### config.mk
export PLATFORM = sky130hd
export DESIGN_NAME = lsu_access_ctrl
export DESIGN_NICKNAME = d
export VERILOG_FILES = /design/src/rtl/lsu_pkg.sv /design/src/rtl/lsu_lane_align.sv /design/src/rtl/lsu_access_ctrl.sv
export SDC_FILE = /design/constraint.sdc
export NUM_CORES = 1
export LEC_CHECK = 0
export BUFFER_PORTS_ARGS = -buffer_cell sky130_fd_sc_hd__buf_2
export CAP_MARGIN = 25
export CELL_PAD_IN_SITES_DETAIL_PLACEMENT = 0
export CELL_PAD_IN_SITES_GLOBAL_PLACEMENT = 1
export CORE_MARGIN = 1.5
export CORE_UTILIZATION = 38
export DETAILED_ROUTE_END_ITERATION = 7
export GPL_TIMING_DRIVEN = 0
export MAX_ROUTING_LAYER = met4
export PLACE_DENSITY = 0.9
export SETUP_SLACK_MARGIN = 0.2
export SLEW_MARGIN = 40
export SYNTH_ARGS = -nofsm -noshare
export SYNTH_HDL_FRONTEND = slang
export SYNTH_SLANG_ARGS = --single-unit
### constraint.sdc
create_clock -name i_clk -period 2.8 [get_ports i_clk]
set_input_delay 0 -clock i_clk [delete_from_list [all_inputs] [get_ports i_clk]]
set_output_delay 0 -clock i_clk [all_outputs]
set_load 0.01 [all_outputs]
### src/rtl/lsu_pkg.sv
// Shared definitions for the LSU request front-end: funct3 codes, FSM states
// and the request legality check.
package lsu_pkg;

    localparam int unsigned MEM_WORDS_DEFAULT = 7688;

    localparam logic [2:0] LB  = 3'b000;
    localparam logic [2:0] LH  = 3'b001;
    localparam logic [2:0] LW  = 3'b010;
    localparam logic [2:0] LBU = 3'b100;
    localparam logic [2:0] LHU = 3'b101;
    localparam logic [2:0] SB  = 3'b000;
    localparam logic [2:0] SH  = 3'b001;
    localparam logic [2:0] SW  = 3'b010;

    typedef enum logic [2:0] {
        IDLE,
        RD,
        WAIT,
        WR,
        RSP
    } state_t;

    // code[1:0] encodes the access size (00 byte, 01 half, 10 word) for every legal code
    function automatic logic access_error(
        input logic        wren,
        input logic [2:0]  code,
        input logic [31:0] addr,
        input int unsigned mem_words
    );
        logic illegal;
        logic misaligned;
        logic out_of_range;
        if (wren) begin
            illegal = !((code == SB) || (code == SH) || (code == SW));
        end else begin
            illegal = (code == 3'b011) || (code == 3'b110) || (code == 3'b111);
        end
        misaligned   = ((code[1:0] == 2'b01) && addr[0]) ||
                       ((code[1:0] == 2'b10) && (addr[1:0] != 2'b00));
        out_of_range = ({2'b00, addr[31:2]} >= 32'(mem_words));
        return illegal || misaligned || out_of_range;
    endfunction

endpackage

### src/rtl/lsu_lane_align.sv
// Lane steering for the LSU: extracts and extends load data from a memory word
// and merges sub-word store data into a read word.
module lsu_lane_align
    import lsu_pkg::*;
(
    input  logic [31:0] rdata,
    input  logic [31:0] st_data,
    input  logic [1:0]  addr,
    input  logic [2:0]  ld_type,
    output logic [31:0] ld_word,
    output logic [31:0] st_word
);

    logic [7:0]  byte_lane;
    logic [15:0] half_lane;

    always_comb begin
        byte_lane = rdata[{addr, 3'b000} +: 8];
        half_lane = rdata[{addr[1], 4'b0000} +: 16];

        case (ld_type)
            LB:      ld_word = {{24{byte_lane[7]}}, byte_lane};
            LH:      ld_word = {{16{half_lane[15]}}, half_lane};
            LBU:     ld_word = {24'h000000, byte_lane};
            LHU:     ld_word = {16'h0000, half_lane};
            default: ld_word = rdata;
        endcase

        // Untouched lanes keep the value just read from memory
        st_word = rdata;
        case (ld_type)
            SB:      st_word[{addr, 3'b000} +: 8] = st_data[7:0];
            SH:      st_word[{addr[1], 4'b0000} +: 16] = st_data[15:0];
            default: st_word = st_data;
        endcase
    end

endmodule

### src/rtl/lsu_access_ctrl.sv
// Byte-addressed load/store front-end for a word-addressed data memory.
// Sub-word stores are done as read-modify-write; bad requests answer with err.
module lsu_access_ctrl
    import lsu_pkg::*;
#(
    parameter int unsigned MEM_WORDS = MEM_WORDS_DEFAULT
) (
    input  logic        i_clk,
    input  logic        i_rst,
    input  logic        i_req_valid,
    input  logic        i_req_wren,
    input  logic [31:0] i_req_addr,
    input  logic [31:0] i_req_st_data,
    input  logic [2:0]  i_ld_type,
    output logic        o_req_ready,
    output logic        o_rsp_valid,
    output logic        o_rsp_err,
    output logic [31:0] o_rsp_ld_data,
    output logic [31:0] o_mem_addr,
    output logic [31:0] o_mem_wdata,
    output logic        o_mem_wren,
    input  logic [31:0] i_mem_rdata
);

    state_t      state;
    logic        req_wren;
    logic [1:0]  req_lane;
    logic [31:0] req_st_data;
    logic [2:0]  req_type;
    logic        mem_wren_q;
    logic        handshake;
    logic        req_err;
    logic [31:0] ld_word;
    logic [31:0] st_word;

    assign handshake = i_req_valid && o_req_ready;
    assign req_err   = access_error(i_req_wren, i_ld_type, i_req_addr, MEM_WORDS);

    // A reset arriving while the strobe is up must not let the write land
    assign o_mem_wren = mem_wren_q && !i_rst;

    lsu_lane_align u_lane_align (
        .rdata   (i_mem_rdata),
        .st_data (req_st_data),
        .addr    (req_lane),
        .ld_type (req_type),
        .ld_word (ld_word),
        .st_word (st_word)
    );

    always_ff @(posedge i_clk) begin
        if (i_rst) begin
            state         <= IDLE;
            o_req_ready   <= 1'b1;
            o_rsp_valid   <= 1'b0;
            o_rsp_err     <= 1'b0;
            o_rsp_ld_data <= '0;
            o_mem_addr    <= '0;
            o_mem_wdata   <= '0;
            mem_wren_q    <= 1'b0;
            req_wren      <= 1'b0;
            req_lane      <= '0;
            req_st_data   <= '0;
            req_type      <= '0;
        end else begin
            o_rsp_valid <= 1'b0;
            o_rsp_err   <= 1'b0;
            mem_wren_q  <= 1'b0;
            case (state)
                IDLE: begin
                    if (handshake) begin
                        req_wren    <= i_req_wren;
                        req_lane    <= i_req_addr[1:0];
                        req_st_data <= i_req_st_data;
                        req_type    <= i_ld_type;
                        o_req_ready <= 1'b0;
                        if (req_err) begin
                            state         <= RSP;
                            o_rsp_valid   <= 1'b1;
                            o_rsp_err     <= 1'b1;
                            o_rsp_ld_data <= '0;
                        end else begin
                            o_mem_addr <= {2'b00, i_req_addr[31:2]};
                            if (i_req_wren && (i_ld_type == SW)) begin
                                state       <= WR;
                                mem_wren_q  <= 1'b1;
                                o_mem_wdata <= i_req_st_data;
                            end else begin
                                state <= RD;
                            end
                        end
                    end
                end
                RD: begin
                    state <= WAIT;
                end
                WAIT: begin
                    if (req_wren) begin
                        state       <= WR;
                        mem_wren_q  <= 1'b1;
                        o_mem_wdata <= st_word;
                    end else begin
                        state         <= RSP;
                        o_rsp_valid   <= 1'b1;
                        o_rsp_ld_data <= ld_word;
                    end
                end
                WR: begin
                    state         <= RSP;
                    o_rsp_valid   <= 1'b1;
                    o_rsp_ld_data <= '0;
                end
                RSP: begin
                    state       <= IDLE;
                    o_req_ready <= 1'b1;
                end
                default: begin
                    state       <= IDLE;
                    o_req_ready <= 1'b1;
                end
            endcase
        end
    end

endmodule

==> impl_results.md, run 1 <==
- Final hold vios: 0
- Post-synthesis simple-gate area fraction: 22.36%
- Routed wire per std cell: 18.92 µm
- Nets: 1234
- Post-synth EDFFs: 0
- Tightest Hold Check Type: input pin to register
- Switch share: between 30% and 40%
- Post-Synth XOR/XNOR Area: 0%
- Setup TNS: 0 ns
- Via Count: around 7.5k
- Number of routed nets with antenna violations: 0
- WP data required: 3.10 ns
- Largest fanout on the critical path: 9
- Pint: approximately 3.6 mW
- Upper clock frequency limit: 379.0 MHz
- Reg power frac: between 40 and 50%
- Adder-cell share of the synthesized area: 0.8937%
- First-pass GRT wire length: 40210 µm
- Synth async-reset ratio: 0%
- GPL Wtd Cong: 0.9899
- IO Pins: 203
- First drt pass iteration count: 5
- Max-slew headroom: 45.11%
- Post-synthesis mux area share: 10.69%
- H-tree depth: 4
- FILL cells: 1694
- Least-Margin Pin Slew: 0.8216 ns
- Max clock buf depth: 2
- Die Ht: 138.7 µm
- Area growth syn-to-layout: 39.61%
- Placement Rows: between 40 and 50
- CTS clk-pin slew, worst paths: 0.07 ns
- Outcome: completed
- VDD IR max: 0.4296 mV
- Core footprint: 18020 µm²
- Clk sink count: 139
- Largest net degree at the start of global routing: 19
- Syn Area/Cell: 8.485 µm²
- Die area: approximately 19000 µm²
- Initial DRC Count: 719
- CP Class: register to register
- Port Buffer Count: 200
- Synth cell types: 60
- Crit path time final: 2.639 ns
- FF+latch count, synth: 139
- Vias per std cell: 5.506
- Startpoint Class: register
- Setup violators final: 0
- Commonest non-fill, non-tap cells in the layout: buf_2, dfxtp_1, nand2_1
- Layout cells sized above 1: 24.06%
- RSZ-0062 raised after global routing: yes
- Largest family of logic cells by synthesized area: simple AND/OR/NAND/NOR gates
- Top_reg_cell synth: dfxtp_1
- Max-Cap Viols: 0
- Clock power share: 45.0%
- P_sw: 1.563 mW
- Fin area: 9773 µm²
- Clk_lat worst skew: 0.43 ns
- Slew Limit Fails: 0
- Fin crit share: a little over nine tenths
- Synth Cell Area: 7000 µm²
- # DRC: 0
- Yosys warnings: 0
- Initial Util: 38.84%
- Cells after Synth: 825
- Gr ovfl total: 0
- Gate power share: 14.8%
- CTS Buf Count: 17
- Root Driver: clkbuf_16
- Critical Path End Type: register
- Pleak: 4.208 nW
- Placed inst area: 8302 µm²
- Die width: 138.7 µm
- Vias in the first global route: between 7k and 8k
- GRT Total Usage: a little over a quarter
- Antenna violations before repair: 0
- Register area share after synthesis: 39.75%
- Final WL: between 20000 and 30000 µm
- Pwr dens: 523.6 nW/µm²
- Setup Skew: 0.006978 ns
- Worst EP arrival: 2.94 ns
- CTS tree: built
- Most common cell after layout, fill and taps aside: buf_2
- Synth Area in Compound Gates: 21.45%
- Final HPWL DP: 19080 µm
[path summary, 6_finish.rpt]
kind | from | end | slack, ns | depth (start not counted)
hold / removal | i_mem_rdata[11] | o_rsp_ld_data[11]$_SDFFE_PP0P_ | 0.02 | 3
setup / recovery | req_lane[0]$_SDFFE_PP0P_ | o_mem_wdata[20]$_SDFFE_PP0P_ | 0.16 | 8
setup reg to reg | req_lane[0]$_SDFFE_PP0P_ | o_mem_wdata[20]$_SDFFE_PP0P_ | 0.16 | 8
hold reg to reg | req_st_data[22]$_SDFFE_PP0P_ | req_st_data[22]$_SDFFE_PP0P_ | 0.45 | 2
[what timing repair did]
item	in CTS	in global routing
resized for setup	2	12
endpoints found under the hold margin	95	0
hold buffers	80	0
buffers inserted	0	1
pin swaps	0	0
setup endpoints to repair	10	25
[cell usage after synthesis, types with 4 or more instances]
library cell | count | area share (%)
a2111oi_0 | 8 | 1.0
a211o_1 | 10 | 1.3
a211oi_1 | 17 | 1.8
a21oi_1 | 59 | 4.2
a221oi_1 | 14 | 1.8
a2bb2oi_1 | 11 | 1.4
a32oi_1 | 6 | 0.75
and2_1 | 19 | 1.7
buf_1 | 5 | 0.27
buf_2 | 8 | 0.57
clkbuf_1 | 50 | 2.7
dfxtp_1 | 139 | 40
ha_1 | 5 | 0.89
inv_1 | 5 | 0.27
mux2_2 | 9 | 1.4
mux2i_1 | 59 | 8.4
nand2_1 | 109 | 5.8
nand2b_1 | 54 | 4.8
nand3_1 | 21 | 1.5
nor2_1 | 54 | 2.9
nor2b_1 | 11 | 0.98
nor3_1 | 13 | 0.93
nor3b_1 | 11 | 1.2
nor4_1 | 4 | 0.36
o2111ai_1 | 10 | 1.3
o211ai_1 | 9 | 0.97
o21ai_0 | 50 | 3.6
[per-layer routing]
metal  global-route usage [%]  vias up  wire length, µm
li1                         -     3577                -
met1                    35.08     3535            11190
met2                    42.86      364            11830
met3                    4.765       62             1911
met4                    11.57        0              978
met5                        -        -                0
[stage by stage]
stage	hold WS, ns	instances	setup slack (ns)	utilization [%]	total power [mW]
CTS	0.001797	1367	0.1843	53.98	5.127
detailed placement	0.2608	1255	0.1177	46.06	2.735
floorplan	0.1360	826	0.6508	-	2.466
global route	0.03448	1368	0.08085	54.21	5.302
finish	0.01742	1369	0.1614	54.22	5.117
global placement	0.2558	1255	0.07635	46.00	2.733
[state kept, by name (all words and copies together), names as in the netlist]
| signal | cells |
|---|---|
| state | 3 |
| o_req_ready | 1 |
| o_rsp_ld_data | 32 |
| o_mem_wdata | 32 |
| req_lane | 2 |
| req_wren | 1 |
| req_type | 3 |
| mem_wren_q | 1 |
| o_rsp_valid | 1 |
| req_st_data | 32 |
| o_mem_addr | 30 |
| o_rsp_err | 1 |
[worst max-delay path: stages (launching register included)]
cell and delay (ns):
dfxtp_1 0.54, inv_1 0.15, ha_1 0.22, buf_1 0.22
nand4bb_1 0.22, nor3_4 0.09, a2111oi_1 0.68, a2bb2oi_1 0.29
a211oi_1 0.10
[kinds of logic after synthesis]
logic type      Yosys count
fa+ha+maj                 5
mux                      72
buf+inv                  74
flops                   139
simple gates            312
other cells               1
compound gates          222
[power groups by stage]
stage               clock network [mW]  logic (mW)  registers, mW
detailed placement                   0       0.636           2.10
global placement                     0       0.634           2.10
floorplan                            0       0.381           2.09
CTS                               2.34       0.729           2.05
finish                            2.30       0.758           2.06
global route                      2.43       0.807           2.06
[area by class of cell]
type | count | area (µm²) | share of cell area (%)
Multi-Input combinational cell | 613 | 3933 | 40.24
Antenna cell | 1 | 2.502 | 0.02560
Tap cell | 229 | 286.5 | 2.932
Buffer | 69 | 320.3 | 3.277
Clock buffer | 17 | 425.4 | 4.353
Inverter | 5 | 22.52 | 0.2304
Sequential cell | 139 | 2783 | 28.47
Clock inverter | 15 | 191.4 | 1.959
Timing Repair Buffer | 281 | 1809 | 18.51
Power figures use the tool's default switching activity.
==> inputs of run 2 (changes only) <==
Settings changed: CORE_UTILIZATION 38 to 39, CTS_BUF_LIST set to sky130_fd_sc_hd__clkbuf_8, PLACE_DENSITY 0.9 to 0.92.
==> run 2 against run 1 <==
Combinational power shrank 2.8%; maximum frequency is 4.6% higher; non-clock buffer count increased by 1; clock-buffer cell count grew 1; die area decreased by 2.5%; power fell by 10%; core utilization up 0.97 points; critical endpoint is now o_mem_wdata[7]$_SDFFE_PP0P_.
==> impl_results.md, run 2 (synthesis results as in run 1) <==
- Largest fanout on the critical path: 8 (-1)
- Worst reg2reg path startpoint: req_lane[1]$_SDFFE_PP0P_
- Final HPWL DP: 18490 µm (-3.1%)
- Hold Crit Start: i_mem_rdata[15]
- CP Class: register to register
- H-tree depth: 4 (unchanged)
- Via Count: 7445 (-1.2%)
- Largest net degree at the start of global routing: 17 (-2)
- Capture point of the critical path: o_mem_wdata[7]$_SDFFE_PP0P_
- Pleak: 4.153 nW (-1.3%)
- Nets: 1235 (+0.081%)
- Final WL: 25210 µm (-2.7%)
- GRT Total Usage: 27.27% (-0.15 points)
- FILL cells: 1619 (-4.4%)
- Gr ovfl total: 0 (unchanged)
- Root Driver: clkbuf_8
- IO Pins: 203 (unchanged)
- CP cell instances: clkbuf_4, inv_1, ha_1, nor4b_1, a211o_2, a221oi_2, nor3_1, mux2_1
- Placement Rows: 48 (-2.0%)
- Crit-path slowest cell: a211o_2
- Startpoint Class: register
- Most common cell after layout, fill and taps aside: buf_2
- Crit path time final: 2.522 ns (-0.1164 ns)
- Core footprint: 17420 µm² (-3.4%)
- Multi-input gate area: 3956 µm² (+0.60%)
- Die area: 18760 µm² (-2.5%)
- Die width: 137.0 µm (-1.3%)
- FF-to-FF setup slack: 0.28 ns (+0.12 ns)
- Initial Util: 40.19% (+1.4 points)
- Die Ht: 137.0 µm (-1.3%)
- ANT cells: 0 (-1)
- Routed wire per std cell: 18.47 µm (-2.4%)
- Final worst setup slack: 0.2778 ns (+0.1164 ns)
- Vias in the first global route: 7101 (-2.0%)
- Fin crit share: 90.08% (-4.2 points)
- Setup TNS: 0 ns (unchanged)
- Max clock buf depth: 2 (unchanged)
- Upper clock frequency limit: 396.5 MHz (+4.6%)
- GPL Wtd Cong: 0.9846 (-0.54%)
- Reg2reg end: o_mem_wdata[7]$_SDFFE_PP0P_
- Worst EP arrival: 2.87 ns (-0.07 ns)
- First-pass GRT wire length: 37870 µm (-5.8%)
- Setup violators final: 0 (unchanged)
- Clk sink count: 139 (unchanged)
- Initial DRC Count: 586 (-18%)
- Commonest non-fill, non-tap cells in the layout: buf_2, dfxtp_1, nand2_1
- CTS Buf Count: 17 (unchanged)
- Outcome: completed
- First drt pass iteration count: 5 (unchanged)
- Antenna violations before repair: 0 (unchanged)
- Register Area: 2783 µm² (unchanged)
- Clk_lat worst skew: 0.46 ns (+0.03 ns)
- Slew Limit Fails: 0 (unchanged)
- Number of routed nets with antenna violations: 0 (unchanged)
- VDD IR max: 0.3738 mV (-13%)
- Tightest Hold Check Type: input pin to register
- RSZ-0062 raised after global routing: yes
- Area growth syn-to-layout: 37.32%
- Pwr dens: 476.8 nW/µm² (-8.9%)
- Setup Skew: 0.01502 ns (+0.008047 ns)
- Max-slew headroom: 52.37% (+7.3 points)
- Final hold vios: 0 (unchanged)
- WP data required: 3.14 ns (+0.04 ns)
- R2r worst-path depth: 8 (unchanged)
- Top Registers: o_mem_wdata (32), o_rsp_ld_data (32), req_st_data (32)
- Least-Margin Pin Slew: 0.7097 ns (-0.1119 ns)
- Layout cells sized above 1: 24.21% (+0.15 points)
- # DRC: 0 (unchanged)
- CTS tree: built
- CTS clk-pin slew, worst paths: 0.08 ns (about the same)
- Pwr Total: 4.583 mW (-10%)
- Critical Path End Type: register
- Port Buffer Count: 200 (unchanged)
- Crit path from: req_lane[1]$_SDFFE_PP0P_
- Max-Cap Viols: 0 (unchanged)
- Vias per std cell: 5.454 (-0.94%)
- Place WS: 0.1892 ns (+0.07145 ns)
- CP max stage delay: 0.42 ns (-0.26 ns)
run 2: cell count changes in the layout (fill, tap and decap cells not counted), moves of 5 or more:
cell / previous run / this run
clkbuf_8: 0 / 18
clkbuf_16: 17 / 0
a2111oi_0: 1 / 7
clkinv_8: 6 / 0
a221oi_1: 14 / 9
inv_8: 6 / 1
run 2: per-stage QoR:
| stage | cells | hold slack (ns) | area (µm²) | utilization (%) |
|---|---|---|---|---|
| 2_1_floorplan | 826 | 0.1360 | 7004 | - |
| 3_3_place_gp | 1251 | 0.2532 | 8287 | 47.58 |
| 3_5_place_dp | 1251 | 0.2585 | 8292 | 47.61 |
| 4_1_cts | 1365 | 0.02203 | 9543 | 54.79 |
| 5_1_grt | 1365 | 0.04083 | 9613 | 55.19 |
| 6_report | 1365 | 0.05739 | 9613 | 55.19 |
run 2: worst min-delay path by stage:
stage	endpoint	slack (ns)	cells after the start
2_1_floorplan	req_st_data[16]$_SDFFE_PP0P_	0.14	2
3_3_place_gp	o_mem_addr[0]$_SDFFE_PP0P_	0.25	3
3_5_place_dp	o_mem_addr[0]$_SDFFE_PP0P_	0.26	3
4_1_cts	o_rsp_ld_data[15]$_SDFFE_PP0P_	0.02	5
5_1_grt	o_rsp_ld_data[15]$_SDFFE_PP0P_	0.04	5
6_report	o_rsp_ld_data[15]$_SDFFE_PP0P_	0.06	5
run 2: cell type report:
class / instances / share of cell area (%)
sequential: 139 / 28.95
tap: 225 / 2.929
inverter: 5 / 0.1952
buffer: 69 / 3.345
clock buffer: 18 / 2.577
clock inverter: 14 / 1.900
timing repair buffer: 282 / 18.95
multi-input combinational: 613 / 41.16
run 2: critical path: cells and delay by family, from the launching register on:
family	cells	cell delay (ns)
compound gates	2	0.77
fa+ha+maj	1	0.37
simple gates	2	0.17
flops	1	0.40
buf+inv	2	0.41
mux	1	0.30
run 2: repair_timing:
item / in CTS / in global routing
hold buffers: 82 / 0
buffers inserted: 0 / 0
endpoints found under the setup margin: 2 / 26
resized for setup: 0 / 13
endpoints found under the hold margin: 106 / 0
pin swaps: 0 / 1
run 2: report_power, final:
group | switching [mW] | internal [mW] | total, mW
clock network | 0.859 | 0.925 | 1.78
registers | 0.0484 | 2.01 | 2.06
logic | 0.420 | 0.317 | 0.737
run 2: metal layers:
| layer | share of wire, % | track usage, % | wire (µm) |
|---|---|---|---|
| met1 | 43 | 34.03 | 10850 |
| met2 | 46 | 42.77 | 11620 |
| met3 | 7.6 | 7.074 | 1904 |
| met4 | 3.3 | 9.357 | 823 |
| met5 | 0 | - | 0 |
